`src/rtl/fft_bit_reverse.sv`:
```
// rtl/fft_bit_reverse.sv - bit-reversed to natural order reorder buffer for FFT output
// Ping-pong frame store: one bank fills in bit-reversed order while the other drains in natural order.
module fft_bit_reverse #(
  parameter int N_LOG2 = 4,
  parameter int WIDTH  = 12
) (
  input  logic             clk,
  input  logic             rst,
  input  logic             in_valid,
  input  logic [WIDTH-1:0] data_in_r,
  input  logic [WIDTH-1:0] data_in_i,
  output logic             out_valid,
  output logic [WIDTH-1:0] data_out_r,
  output logic [WIDTH-1:0] data_out_i,
  output logic             out_first,
  output logic             out_last
);

  localparam int N = 1 << N_LOG2;

  typedef enum logic {IDLE, READ} state_t;

  logic [2*WIDTH-1:0] mem_q [2][N];
  logic [N_LOG2-1:0]  wcnt_q;
  logic [N_LOG2-1:0]  rcnt_q;
  logic               wbank_q;
  logic               rbank_q;
  state_t             state_q;

  logic [N_LOG2-1:0]  wr_addr_d;
  logic               handoff_d;
  logic               rd_end_d;

  function automatic logic [N_LOG2-1:0] bitrev(input logic [N_LOG2-1:0] a);
    logic [N_LOG2-1:0] r;
    for (int b = 0; b < N_LOG2; b++) begin
      r[b] = a[N_LOG2-1-b];
    end
    return r;
  endfunction

  always_comb begin
    wr_addr_d = bitrev(wcnt_q);
    handoff_d = in_valid && (wcnt_q == {N_LOG2{1'b1}});
    rd_end_d  = (rcnt_q == {N_LOG2{1'b1}});
  end

  // Sample store is deliberately left out of reset.
  always_ff @(posedge clk) begin
    if (!rst && in_valid) begin
      mem_q[wbank_q][wr_addr_d] <= {data_in_r, data_in_i};
    end
  end

  // rcnt_q holds the index of the next entry to present, so entry 0 goes out on the hand-off edge itself.
  always_ff @(posedge clk) begin
    if (rst) begin
      wcnt_q     <= '0;
      rcnt_q     <= '0;
      wbank_q    <= 1'b0;
      rbank_q    <= 1'b0;
      state_q    <= IDLE;
      out_valid  <= 1'b0;
      out_first  <= 1'b0;
      out_last   <= 1'b0;
      data_out_r <= '0;
      data_out_i <= '0;
    end else begin
      if (in_valid) begin
        wcnt_q <= wcnt_q + 1'b1;
      end
      if (handoff_d) begin
        wbank_q                  <= ~wbank_q;
        rbank_q                  <= wbank_q;
        rcnt_q                   <= N_LOG2'(1);
        state_q                  <= READ;
        out_valid                <= 1'b1;
        out_first                <= 1'b1;
        out_last                 <= 1'b0;
        {data_out_r, data_out_i} <= mem_q[wbank_q][0];
      end else if (state_q == READ) begin
        rcnt_q                   <= rcnt_q + 1'b1;
        out_valid                <= 1'b1;
        out_first                <= 1'b0;
        out_last                 <= rd_end_d;
        {data_out_r, data_out_i} <= mem_q[rbank_q][rcnt_q];
        if (rd_end_d) begin
          state_q <= IDLE;
        end
      end else begin
        out_valid <= 1'b0;
        out_first <= 1'b0;
        out_last  <= 1'b0;
      end
    end
  end

endmodule

```
`config.mk`:
```
export PLATFORM = sky130hd
export DESIGN_NAME = fft_bit_reverse
export DESIGN_NICKNAME = d
export VERILOG_FILES = /design/src/rtl/fft_bit_reverse.sv
export SDC_FILE = /design/constraint.sdc
export NUM_CORES = 1
export LEC_CHECK = 0
export BUFFER_PORTS_ARGS = -buffer_cell sky130_fd_sc_hd__buf_2
export CAP_MARGIN = 20
export CORE_UTILIZATION = 50
export CTS_CLUSTER_DIAMETER = 50
export DETAILED_ROUTE_END_ITERATION = 16
export MAX_ROUTING_LAYER = met4
export PLACE_DENSITY = 0.72
export SLEW_MARGIN = 20
export SYNTH_ARGS = -nofsm -noshare
export SYNTH_HDL_FRONTEND = slang
export SYNTH_SLANG_ARGS = --single-unit
```
`constraint.sdc`:
```
create_clock -name clk -period 3.7 [get_ports clk]
set_clock_uncertainty 0.2 [all_clocks]
set_input_delay 0.74 -clock clk [delete_from_list [all_inputs] [get_ports clk]]
set_output_delay 0.74 -clock clk [all_outputs]
set_load 0.1 [all_outputs]
```
==> qor.csv <==
stage,metric,value,unit
place,placed_area,33300,sq um
cts,cts_buffers,80,
pwr,p_seq_share,54.8,%
pwr,power.density,510,nW/um^2
final_layout,nets,1706,
setup_path,worst-r2r-setup-slack,720,ps
final_layout,final_layout_size_suffix_gt1_share,27.3,%
final_layout,syn_to_final_growth,13.8,%
setup_path,required,3980,ps
routing,drc,0,
pwr,vdd_drop_max,0.273,mV
routing,ant_nets,0,
final_layout,fin_cells,2576,
setup_path,critPathMaxFanout,45,
yosys,syn_avg_cell_area,20.3,sq um
final_layout,mostFrequentLayoutCell,edfxtp_1,
final_layout,stdcell_area,35900,sq um
yosys,yosysWarningCount,0,
yosys,ys_types,41,
setup_path,path_class,reg2reg,
sta,tns,0,ps
routing,vias_per_cell,6.21,
cts,clk_pin_slew,60,ps
yosys,syn-cell-area,31600,sq um
cts,clkSinkCount,808,
pwr,power_frac_clock,43.6,%
hold_path,hold_start,rbank_q$_SDFFE_PP0P_,
pwr,p_sw,3.62,mW
sta,hold_violations,0,
floorplanning,io_pins,54,
cts,postCtsSetupBuffers,0,
sta,fin_crit,2980,ps
cts,htree_levels,3,
cts,clk_latency,620,ps
floorplanning,num_rows,91,
yosys,ys_ff_latch,808,
global_routing,grt_pass1_wl,108,mm
setup_path,startpoint_type,flop,
sta,slew_violations,0,
routing,drt-initial-drc-count,1542,
global_routing,grt_max_degree,66,
final_layout,n_antenna_cell,0,
place,io_buffers,53,
yosys,syn_nets,1591,
flow_run,drv_cap,0,
pwr,p_int,14.7,mW
run_status,status,finished clean,
sta,rsz0062_at_grt,false,
cts,cts_hold_buf,0,
routing,wire_per_inst,28.3,microns
yosys,ys_seq_area_share,75.5,%
cts,cts-root-buf,clkbuf_16,
routing,totalWireLength,73.0,mm
floorplanning,start_util,50.9,%
sta,setup_viol,0,
global_routing,grt_pass1_vias,16536,
place,hpwl,44.0,mm
setup_path,cp.arrival,3260,ps
floorplanning,dieHeight,253,microns
cts,cts_resized,0,
global_routing,overflow,0,
global_routing,grt_use_total,24.0,%
pwr,p_sw_share,19.7,%
pwr,cellLeakagePower,10.7,nW
sta,max_freq,335,MHz
sta,post-route-period-util,80.6,%
final_layout,final_cell_mix,"768 x edfxtp_1, 170 x mux2i_1, 120 x mux4_2",
setup_path,path_cells,buf_12 > mux4_2 > nand2b_1 > a211oi_1 > buf_4 > o32ai_2,
hold_path,hp-class,reg2reg,
setup_path,critPathCaptureType,flop,
cts,cts_buffer_depth,3,
routing,firstDrtPassIters,5,
cts,cts_tree,built,
place,placed_cells,2429,
sta,tightest_slew,1010,ps
floorplanning,dieWidth,253,microns
setup_path,cp_slowest_stage_delay,620,ps
yosys,syn_inst,1559,
global_routing,antenna_found_initial,0,
setup_path,cp_slowest_cell,a211oi_1,
place,gp_congestion,0.890,
floorplanning,die_area,64200,sq um
pwr,p_comb_share,1.6,%
routing,via_count,15988,
floorplanning,coreArea,62100,sq um
sta,relSlewSlack,32.7,%
## critical path, delay by kind of cell (launching register included)
kind                   cells  cell delay [ps]
AO/OA/AOI/OAI              2              690
buffers and inverters      2              590
flip-flops                 1              570
multiplexers               1              550
AND/OR/NAND/NOR            1              180
## kinds of logic (layout without fill, tap and decap cells)
logic type	after synthesis	count (layout)	share of synthesized area, %
xor gates and xnor gates	6	6	0.166
buffers and inverters	105	285	1.81
and+or+nand+nor	147	147	2.31
adders and majority gates	5	5	0.198
muxes	314	314	14.8
AOI/OAI and AO/OA	174	174	5.17
DFF	808	808	75.5
## layer usage
layer	wire [microns]	track usage, %	vias to the layer above
li1	-	-	6730
met1	29000	31.3	8422
met3	5310	3.51	126
met2	36600	39.0	710
met4	2060	8.24	0
met5	0	-	-
## final cells by class
cell class	instances	area (sq um)
clock inverters	48	417
fillers	4446	26100
clock buffers	99	2180
well taps	837	1050
flip-flops and latches	808	23900
inverters	5	18.8
multi-input cells	646	7420
repair buffers	133	978
## flip-flops by register name, indices dropped and copies added, names as in the netlist, 4 cells and up, named ones only
name        cells
data_out_r     12
mem_q         768
rcnt_q          4
wcnt_q          4
data_out_i     12
## power by group through the flow
stage	clock (mW)	combinational, mW	sequential [mW]
2_1_floorplan	0	0.0897	10.2
3_3_place_gp	0	0.281	10.2
3_5_place_dp	0	0.294	10.2
4_1_cts	8.08	0.294	10.0
5_1_grt	8.43	0.311	10.0
6_report	8.00	0.293	10.0
## through the flow
step / hold WS, ps / util, % / total power, mW / setup slack [ps]
finish: 273 / 57.9 / 18.3 / 718
global route: 278 / 57.9 / 18.8 / 660
CTS: 271 / 57.9 / 18.4 / 686
detailed placement: 262 / 53.7 / 10.5 / 703
global placement: 235 / 53.7 / 10.5 / 696
floorplan: 236 / - / 10.3 / 634
## final timing paths
kind                                                     to  cells past startpoint
worst max register to register  data_out_i[10]$_SDFFE_PP0P_                      6
worst min-delay path                                   flop                      2
worst max-delay path            data_out_i[10]$_SDFFE_PP0P_                      6
worst min register to register                         flop                      2
## synth_stat cells, drive strengths merged
master | number | area [sq um]
o221ai | 47 | 412
nand3 | 2 | 10.0
or3b | 1 | 8.76
o32ai | 24 | 293
nand2b | 24 | 150
nor3 | 6 | 30.0
mux2i | 170 | 1700
dfxtp | 40 | 801
a21oi | 2 | 10.0
or3 | 3 | 18.8
xor2 | 3 | 26.3
buf | 46 | 352
a31oi | 24 | 150
and2 | 25 | 156
o22ai | 1 | 6.26
o21ai | 1 | 5.00
a221oi | 47 | 543
a21o | 1 | 7.51
and3 | 1 | 6.26
o221a | 1 | 11.3
clkbuf | 54 | 203
mux2 | 24 | 270
a211oi | 26 | 195
edfxtp | 768 | 23100
ha | 5 | 62.6
mux4 | 120 | 2700
nand3b | 3 | 22.5
nand4 | 2 | 12.5
inv | 5 | 18.8
nand2 | 12 | 45.0
nor2 | 64 | 243
xnor2 | 3 | 26.3
nor2b | 4 | 25.0
No activity file was read; power rests on OpenSTA's default activity.
